<file path="src/rtl/memory_stage.sv">
// Memory (M) stage of the 5-stage RISC-V pipeline: drives a variable-latency
// data port through a req/ready handshake and registers results into M/W.
module memory_stage (
    input  logic        clk,
    input  logic        rst,
    input  logic        RegWriteM,
    input  logic [1:0]  ResultSrcM,
    input  logic        MemWriteM,
    input  logic [2:0]  Funct3M,
    input  logic [31:0] ALUResultM,
    input  logic [31:0] WriteDataM,
    input  logic [4:0]  RdM,
    output logic        Stall,
    output logic        MisalignM,
    output logic        mem_req,
    output logic        mem_we,
    output logic [31:0] mem_addr,
    output logic [3:0]  mem_be,
    output logic [31:0] mem_wdata,
    input  logic        mem_ready,
    input  logic [31:0] mem_rdata,
    output logic        RegWriteW,
    output logic [1:0]  ResultSrcW,
    output logic [31:0] ALUResultW,
    output logic [31:0] ReadDataW,
    output logic [4:0]  RdW
);

    typedef enum logic [0:0] {
        IDLE = 1'b0,
        WAIT = 1'b1
    } state_t;

    state_t      state_r;
    logic        memop_s;
    logic        is_load_s;
    logic        misalign_s;
    logic        access_s;
    logic [31:0] load_data_s;

    // Select the addressed byte/half from the aligned word and extend it.
    function automatic logic [31:0] extend_load(input logic [2:0]  f3,
                                                input logic [1:0]  off,
                                                input logic [31:0] word);
        logic [7:0]  b;
        logic [15:0] h;
        case (off)
            2'b00:   b = word[7:0];
            2'b01:   b = word[15:8];
            2'b10:   b = word[23:16];
            2'b11:   b = word[31:24];
            default: b = word[7:0];
        endcase
        h = off[1] ? word[31:16] : word[15:0];
        case (f3)
            3'b000:  extend_load = {{24{b[7]}}, b};
            3'b001:  extend_load = {{16{h[15]}}, h};
            3'b100:  extend_load = {24'h000000, b};
            3'b101:  extend_load = {16'h0000, h};
            default: extend_load = word;
        endcase
    endfunction

    assign memop_s     = (ResultSrcM == 2'b01) | MemWriteM;
    assign is_load_s   = (ResultSrcM == 2'b01);
    assign access_s    = memop_s & ~misalign_s;
    assign load_data_s = extend_load(Funct3M, ALUResultM[1:0], mem_rdata);

    // Alignment check; only meaningful for memory operations.
    always_comb begin
        misalign_s = 1'b0;
        if (memop_s) begin
            case (Funct3M[1:0])
                2'b01:   misalign_s = ALUResultM[0];
                2'b10:   misalign_s = |ALUResultM[1:0];
                default: misalign_s = 1'b0;
            endcase
        end else begin
            misalign_s = 1'b0;
        end
    end

    assign MisalignM = misalign_s;
    // The pipeline ahead is frozen while WAIT, so access_s stays true there.
    assign mem_req   = ~rst & ((state_r == WAIT) | access_s);
    assign Stall     = ~rst & access_s & ~mem_ready;
    assign mem_we    = MemWriteM;
    assign mem_addr  = {ALUResultM[31:2], 2'b00};

    // Store lane replication and byte enables; loads read the full word.
    always_comb begin
        mem_wdata = WriteDataM;
        mem_be    = 4'b1111;
        if (MemWriteM) begin
            case (Funct3M[1:0])
                2'b00: begin
                    mem_wdata = {4{WriteDataM[7:0]}};
                    mem_be    = 4'b0001 << ALUResultM[1:0];
                end
                2'b01: begin
                    mem_wdata = {2{WriteDataM[15:0]}};
                    mem_be    = 4'b0011 << ALUResultM[1:0];
                end
                default: begin
                    mem_wdata = WriteDataM;
                    mem_be    = 4'b1111;
                end
            endcase
        end else begin
            mem_wdata = WriteDataM;
            mem_be    = 4'b1111;
        end
    end

    // Handshake FSM: leave IDLE only when the access did not finish at once.
    always_ff @(posedge clk or posedge rst) begin
        if (rst) begin
            state_r <= IDLE;
        end else begin
            case (state_r)
                IDLE:    state_r <= (access_s && !mem_ready) ? WAIT : IDLE;
                WAIT:    state_r <= mem_ready ? IDLE : WAIT;
                default: state_r <= IDLE;
            endcase
        end
    end

    // M/W pipeline register: bubble on stall, squash write on misalignment.
    always_ff @(posedge clk or posedge rst) begin
        if (rst) begin
            RegWriteW  <= 1'b0;
            ResultSrcW <= 2'b00;
            ALUResultW <= 32'h0000_0000;
            ReadDataW  <= 32'h0000_0000;
            RdW        <= 5'd0;
        end else if (Stall) begin
            RegWriteW  <= 1'b0;
        end else begin
            RegWriteW  <= RegWriteM & ~misalign_s;
            ResultSrcW <= ResultSrcM;
            ALUResultW <= ALUResultM;
            ReadDataW  <= (is_load_s && !misalign_s) ? load_data_s : 32'h0000_0000;
            RdW        <= RdM;
        end
    end

endmodule

</file>
<file path="config.mk">
export PLATFORM = sky130hd
export DESIGN_NAME = memory_stage
export DESIGN_NICKNAME = d
export VERILOG_FILES = /design/src/rtl/memory_stage.sv
export SDC_FILE = /design/constraint.sdc
export NUM_CORES = 1
export LEC_CHECK = 0
export CORE_AREA = 2 2 133 96
export DETAILED_ROUTE_END_ITERATION = 16
export DIE_AREA = 0 0 135 98
export PLACE_DENSITY_LB_ADDON = 0.05
export SYNTH_ARGS = -nofsm -noshare
export SYNTH_HDL_FRONTEND = slang
export SYNTH_SLANG_ARGS = --single-unit
</file>
<file path="constraint.sdc">
create_clock -name clk -period 3.2 [get_ports clk]
set_input_delay 0.48 -clock clk [delete_from_list [all_inputs] [get_ports clk]]
set_output_delay 0.48 -clock clk [all_outputs]
set_load 0.03 [all_outputs]
</file>
==> impl_metrics.yaml, run 1 <==
outcome:
  status: "completed"
synth:
  synth-edff-count: 0
  synth-simple-area-share: 0.0634
  yosysTopAreaCellShare: 0.443
  syn_area_per_cell_um2: 11.6
  yosysMostFrequentCell: "dfrtp_1"
  synth-main-ff-cell: "dfrtp_1"
  postSynthCellCount: 355
  synth-compound-area-share: 0.200
  synth.area.mux_share: 0.152
  synth_seq_area_share: 0.443
  async_flop_share: 1.00
  yosys_warnings: 0
  yosys-top-cells-area: "dfrtp_1, mux2_2, buf_4, o2bb2ai_2, mux2_1"
  synth.largest_area_cell: "dfrtp_1"
  synth_seq_cells: 73
  synth_top_family_by_area: "compound AO/OA/AOI/OAI gates"
  synth_area_mm2: 0.00413
  synthAdderAreaFrac: 0.00909
  ys_types: 37
  synth-xor-area-share: 0
  ys_top_cells_by_count: "dfrtp_1, buf_4, mux2_2"
min_path:
  min_path_type: "reg -> reg"
  hold_path_depth: 1
placed_design:
  post-dp-hpwl_mm: 10.0
  place_congestion: 0.859
  port_buffers: 252
timing:
  finalMaxSlewViolations: 0
  min_period_ns: 3.10
  hold_viol_final: 0
  fin_skew_ns: 0
  fin_hold_ws_ns: 0.486
  fmax_ghz: 0.322
  slew_headroom: 0.559
  rsz0062_at_grt: "false"
  finalSetupViolations: 0
  worstMarginPinSlew_ns: 0.661
  fin_crit_sh: 0.969
  setup_tns_ns: 0
global_route:
  grt_use_total: 0.194
  grt_antenna_before_repair: 0
  grt_overflow: 0
  grt_pass1_wl_mm: 19.8
  met3_usage: 0.0680
  use_met2: 0.301
  busiest_layer: "met2"
  grt_pass1_vias: 3554
  grt_max_degree: 38
  grtUsageMet1: 0.263
routing:
  viasPerCell: 4.90
  num_vias: 3628
  first_iter_violations: 168
  drt_pass1_iterations: 7
  wirelength_mm: 13.0
  final_antenna_net_count: 0
  remaining_drc_errors: 0
  wire_per_inst_um: 17.6
clock_network:
  cts.hold.buffers_added: 0
  clockBufferDepth: 2
  cts_max_level: 3
  insertion_delay_ns: 0.32
  clk_pin_slew_ns: 0.06
  cts_tree: "yes"
  cts_made_buffers: 9
  root_buffer: "clkbuf_16"
  cts_sinks: 73
  cts_setup_buffers: 0
critical_path:
  required_ns: 2.72
  cp-end-kind: "primary output"
  start_kind: "primary input"
  worst_ep_arrival_time_ns: 2.62
  critPathMaxFanout: 9
  ff2ff_path_depth: 1
  crit_type: "in -> out"
pwr:
  peakVddDrop_mv: 0.224
  power_mw: 2.95
  p_leak_nw: 2.91
  power.density_mw_per_mm2: 430
layout:
  antenna_cells: 0
  layout.area.seq_mm2: 0.00183
  area_delta_synth_final_pct: 66.0
  multiInputGateArea_mm2: 0.00176
  fin_util: 0.567
  final_net_count: 689
  nFillCells: 1046
  layout-drive-gt1-share: 0.195
floorplan:
  dieArea_mm2: 0.0132
  start_util: 0.342
  num_rows: 34
  die-height_um: 98
  die_w_um: 135
  pin_count: 255
  core_area_mm2: 0.0121
job:
  drv_cap: 0
[kinds of logic after synthesis]
family / after synthesis
buffers and inverters: 78
AND/OR/NAND/NOR: 56
multiplexers: 56
adder cells (fa/ha/maj): 3
other: 1
AO/OA/AOI/OAI: 88
flip-flops: 73
[metal layers]
metal,part of all wire,routed length [µm]
met1,0.45,5810
met2,0.46,5960
met4,0.0060,78
met3,0.092,1200
met5,0,0
[where the power goes]
part,internal (mW),switching (mW)
combinational,0.437,0.490
clock,0.622,0.379
sequential,0.987,0.0342
[cells in the final DEF, fill, tap and decap left out, types with 2 or more instances in the layout]
cell             count
o2bb2ai_2           17
a22o_1              24
a21oi_1              9
o2bb2ai_1            6
clkinvlp_4           2
o32ai_1             10
nand2_1              9
clkdlybuf4s50_1    226
or2_2                8
buf_4               32
mux2i_1              2
o21a_1               3
mux2_1              22
buf_12               4
dlymetal6s2s_1      10
clkinv_2             2
conb_1               2
a222oi_1             7
ha_1                 3
o211ai_1             2
dfrtp_1             73
mux2_2              32
inv_1               12
o21ai_0              5
nor2b_1              2
clkbuf_16            9
nor2_1              29
and2_1               4
[stage by stage]
step                      setup slack, ns  area (µm²)  cells
after floorplan                     0.489        4130    356
after global placement             0.0369        6530    726
after detailed placement         -0.00495        6530    726
after CTS                          0.0337        6830    741
after global routing               0.0130        6850    741
final                              0.0985        6850    741
[critical path, cell delays in order]
cell and delay (ns):
clkdlybuf4s50_1 0.49, inv_1 0.07, ha_1 0.22, buf_4 0.18, and2_1 0.15, o21a_1 0.20
or4_4 0.51, clkinv_2 0.12, buf_4 0.19
[area by class of cell]
| class | count | area share |
|---|---|---|
| Inverter | 14 | 0.00804 |
| Clock inverter | 4 | 0.00785 |
| Timing Repair Buffer | 272 | 0.395 |
| Sequential cell | 73 | 0.267 |
| Clock buffer | 11 | 0.0354 |
| Tap cell | 162 | 0.0296 |
| Multi-Input combinational cell | 205 | 0.257 |
[registers in the layout, summed over array words and instances (netlist names)]
| signal | count |
|---|---|
| state_r | 1 |
| ResultSrcW | 2 |
| RdW | 5 |
| ReadDataW | 32 |
| ALUResultW | 32 |
| RegWriteW | 1 |
[timing repair]
item	in CTS	in global routing
endpoints found under the setup margin	3	10
pin swaps	0	0
resized for setup	1	10
hold endpoints to repair	0	0
[final timing paths]
| check | start | end | slack, ns |
|---|---|---|---|
| min reg2reg | ALUResultW[3] | ALUResultW[3] | 0.49 |
| max reg2reg | ALUResultW[24] | ALUResultW[24] | 2.41 |
| min in group asynchronous | rst | ALUResultW[30] | 0.64 |
| min | ALUResultW[3] | ALUResultW[3] | 0.49 |
| max in group asynchronous | rst | ReadDataW[31] | 1.93 |
| max | Funct3M[1] | Stall | 0.1 |
No activity file was read; power rests on OpenSTA's default activity.
==> run 2: changes to the inputs <==
- PLACE_DENSITY: not set -> 0.76
- PLACE_DENSITY_LB_ADDON: 0.05 -> not set
==> run 2 against run 1 <==
Compared with the run above:
- sequential cell count unchanged
- via count increased by 1.2%
- clock skew unchanged
- power increased by 2.9%
- design area decreased by 0.29%
- sequential share of layout area increased by 0.078 points
- first-iteration DRC count increased by 7.1%
- final cell count decreased by 0.40%
- die area unchanged
- maximum frequency increased by 3.1%
- global-route usage increased by 1.1 points
- critical endpoint is now mem_wdata[10]
==> impl_metrics.yaml, run 2 (same netlist as run 1, synthesis figures left out) <==
layout:
  layout.area.seq_mm2: 0.00183
  multiInputGateArea_mm2: 0.00176
  layout_common_cells: "clkdlybuf4s50_1, dfrtp_1, buf_4, mux2_2, nor2_1"
  antenna_cells: 0
  nFillCells: 1031
  area_delta_synth_final_pct: 65.5
  layout_commonest_cell: "clkdlybuf4s50_1"
  final_net_count: 685
  layout-drive-gt1-share: 0.203
  fin_util: 0.565
  reg.largest.list: "ALUResultW (32), ReadDataW (32), RdW (5)"
clock_network:
  insertion_delay_ns: 0.33
  cts.hold.buffers_added: 0
  cts_setup_buffers: 0
  cts-resized-gates: 0
  cts_made_buffers: 9
  cts_max_level: 3
  clk_pin_slew_ns: 0.05
  cts_tree: "yes"
  root_buffer: "clkbuf_16"
  clockBufferDepth: 2
  cts_sinks: 73
critical_path:
  path_depth: 8
  critical_path.most_common_cell: "buf_4"
  ff2ff_path_depth: 1
  slowest_delay_ns: 0.44
  critPathMaxFanout: 15
  cp_cell_sequence: "clkdlybuf4s50_1 -> inv_1 -> ha_1 -> buf_4 -> and2_1 -> nand2_1 -> a22o_1 -> buf_4"
  cp-end-kind: "primary output"
  required_ns: 2.72
  start_kind: "primary input"
  worst_ep_arrival_time_ns: 2.53
  worst-path-buf-inv: 4
  cpMaxStageDelayCell: "clkdlybuf4s50_1"
  reg2reg_slack_ns: 2.39
  crit_family: "buffers and inverters"
  crit_type: "in -> out"
floorplan:
  pin_count: 255
  dieArea_mm2: 0.0132
  num_rows: 34
  die_w_um: 135
  die-height_um: 98
  core_area_mm2: 0.0121
  start_util: 0.342
global_route:
  grt_overflow: 0
  grt_pass1_wl_mm: 20.9
  grt_pass1_vias: 3776
  grt_antenna_before_repair: 0
  grt_use_total: 0.205
  grt_max_degree: 33
timing:
  min_period_ns: 3.01
  finalMaxSlewViolations: 0
  fmax_ghz: 0.333
  setup_tns_ns: 0
  fin_crit_sh: 0.940
  slew_headroom: 0.631
  finalSetupViolations: 0
  rsz0062_at_grt: "false"
  worstMarginPinSlew_ns: 0.550
  hold_viol_final: 0
  fin_skew_ns: 0
routing:
  wirelength_mm: 13.7
  viasPerCell: 4.97
  num_vias: 3671
  final_antenna_net_count: 0
  wire_per_inst_um: 18.6
  first_iter_violations: 180
  drt_pass1_iterations: 5
  remaining_drc_errors: 0
job:
  drv_cap: 0
min_path:
  hold_path_depth: 1
  min_path_type: "reg -> reg"
placed_design:
  place_congestion: 0.850
  post-dp-hpwl_mm: 10.6
  port_buffers: 252
outcome:
  status: "completed"
pwr:
  peakVddDrop_mv: 0.260
  power.density_mw_per_mm2: 444
  p_leak_nw: 2.90
run 2: power breakdown:
| group | switching (mW) | total (mW) | internal [mW] | leakage (nW) |
|---|---|---|---|---|
| sequential | 0.0364 | 1.02 | 0.987 | 0.915 |
| clock | 0.400 | 1.08 | 0.682 | 0.155 |
| combinational | 0.494 | 0.929 | 0.435 | 1.83 |
| total | 0.931 | 3.03 | 2.10 | 2.90 |
run 2: per-stage QoR:
stage / setup slack, ns / std cells / area [µm²] / total power [mW] / hold WS, ns
after floorplan: 0.489 / 356 / 4130 / 1.55 / 0.546
after CTS: 0.0273 / 738 / 6810 / 3.07 / 0.493
after global placement: 0.109 / 722 / 6490 / 1.96 / 0.473
final: 0.192 / 738 / 6830 / 3.03 / 0.487
after detailed placement: 0.0381 / 722 / 6490 / 1.97 / 0.479
after global routing: 0.0672 / 738 / 6830 / 3.16 / 0.504
run 2: worst paths after layout:
kind,from,endpoint
min in group asynchronous,rst,ReadDataW[6]
max in group asynchronous,rst,ALUResultW[15]
min,ResultSrcW[0],ResultSrcW[0]
max,Funct3M[0],mem_wdata[10]
max reg2reg,RdW[2],RdW[2]
min reg2reg,ResultSrcW[0],ResultSrcW[0]
run 2: cell type report:
class | count | area share
clock buffers | 9 | 0.0330
clock inverters | 7 | 0.0139
inverters | 14 | 0.00788
multi-input cells | 205 | 0.258
flip-flops and latches | 73 | 0.267
well taps | 162 | 0.0297
repair buffers | 268 | 0.390
run 2: routing by layer:
layer,vias to the layer above,global-route usage,part of all wire
li1,1690,-,-
met1,1801,0.248,0.41
met2,165,0.353,0.49
met3,15,0.0654,0.084
met4,0,0.0521,0.013
met5,-,0,0
==> run 3: changes to the inputs <==
- MAX_ROUTING_LAYER: not set -> met4
==> run 3 against run 2 <==
Compared with the run above:
- sequential power is essentially flat
- clock skew unchanged
- critical path depth is the same
==> impl_metrics.yaml, run 3 (same netlist as run 1, synthesis figures left out) <==
layout:
  layout-drive-gt1-share: 0.201
  nFillCells: 964
  layout.area.seq_mm2: 0.00183
  multiInputGateArea_mm2: 0.00176
  antenna_cells: 0
  final_net_count: 685
  area_delta_synth_final_pct: 65.0
  fin_util: 0.564
  reg.largest.list: "ALUResultW (32), ReadDataW (32), RdW (5)"
  layout_commonest_cell: "clkdlybuf4s50_1"
  layout_common_cells: "clkdlybuf4s50_1, dfrtp_1, buf_4, mux2_2, nor2_1"
clock_network:
  clockBufferDepth: 2
  cts_tree: "yes"
  cts.hold.buffers_added: 0
  root_buffer: "clkbuf_16"
  cts_made_buffers: 9
  clk_pin_slew_ns: 0.05
  cts-resized-gates: 0
  insertion_delay_ns: 0.33
  cts_setup_buffers: 0
  cts_sinks: 73
  cts_max_level: 3
placed_design:
  pre_cts_ws_ns: 0.0540
  place_congestion: 0.862
  post-dp-hpwl_mm: 10.5
  port_buffers: 252
timing:
  min_period_ns: 3.03
  rsz0062_at_grt: "false"
  finalMaxSlewViolations: 0
  setup_tns_ns: 0
  final.setup.worst_slack_ns: 0.175
  fmax_ghz: 0.331
  hold_viol_final: 0
  slew_headroom: 0.629
  finalSetupViolations: 0
  fin_crit_sh: 0.945
  fin_skew_ns: 0
  worstMarginPinSlew_ns: 0.553
routing:
  remaining_drc_errors: 0
  wirelength_mm: 13.6
  final_antenna_net_count: 0
  num_vias: 3648
  wire_per_inst_um: 18.5
  drt_pass1_iterations: 5
  first_iter_violations: 200
  viasPerCell: 4.94
pwr:
  p_leak_nw: 2.88
  power.density_mw_per_mm2: 437
  peakVddDrop_mv: 0.273
  power_mw: 2.97
global_route:
  grt_pass1_vias: 3713
  grt_max_degree: 33
  grt_overflow: 0
  grt_pass1_wl_mm: 20.9
  grt_use_total: 0.210
  grt_antenna_before_repair: 0
floorplan:
  pin_count: 255
  die_w_um: 135
  num_rows: 34
  core_area_mm2: 0.0121
  start_util: 0.342
  dieArea_mm2: 0.0132
  die-height_um: 98
critical_path:
  crit_type: "in -> out"
  cp_cell_sequence: "clkdlybuf4s50_1 -> inv_1 -> ha_1 -> and2_1 -> o21a_1 -> or4_4 -> clkinv_2 -> buf_4"
  slowest_delay_ns: 0.58
  worst_ep_arrival_time_ns: 2.55
  start_kind: "primary input"
  crit_family: "buffers and inverters"
  required_ns: 2.72
  critPathMaxFanout: 9
  cp-end-kind: "primary output"
  cpMaxStageDelayCell: "or4_4"
  worst-path-buf-inv: 4
outcome:
  status: "completed"
min_path:
  min_path_type: "reg -> reg"
job:
  drv_cap: 0
run 3: cell count changes in the layout (fill, tap and decap cells not counted), sizes merged:
cell,before,now
bufinv,2,1
clkinvlp,1,2
clkbuf,9,11
clkinv,5,3
run 3: final timing paths:
kind,startpoint,to,slack [ns],cells past startpoint
min in group asynchronous,rst,ReadDataW[7],0.55,2
min,ResultSrcW[0],ResultSrcW[0],0.49,1
max in group asynchronous,rst,ALUResultW[24],1.89,3
max reg2reg,ALUResultW[29],ALUResultW[29],2.39,1
min reg2reg,ResultSrcW[0],ResultSrcW[0],0.49,1
max,Funct3M[1],Stall,0.17,8
run 3: routing by layer:
metal	vias to the layer above	wire length, µm	global-route usage
met5	-	0	-
met2	167	6520	0.337
met4	0	183	0.0497
met1	1777	5820	0.263
li1	1685	-	-
met3	19	1120	0.0592
run 3: power breakdown:
group / internal (mW) / leakage (nW) / switching, mW
registers: 0.987 / 0.915 / 0.0361
clock network: 0.623 / 0.142 / 0.398
logic: 0.434 / 1.83 / 0.494
run 3: final cells by class:
type / instances / share of cell area
clock buffers: 11 / 0.0356
clock inverters: 5 / 0.00809
inverters: 14 / 0.00790
multi-input cells: 205 / 0.259
flip-flops and latches: 73 / 0.268
well taps: 162 / 0.0298
repair buffers: 268 / 0.392
run 3: stage by stage:
stage	hold slack (ns)	cells	instance area [µm²]
floorplan	0.546	356	4130
global placement	0.473	722	6490
detailed placement	0.475	722	6490
CTS	0.493	738	6790
global route	0.506	738	6810
finish	0.486	738	6810
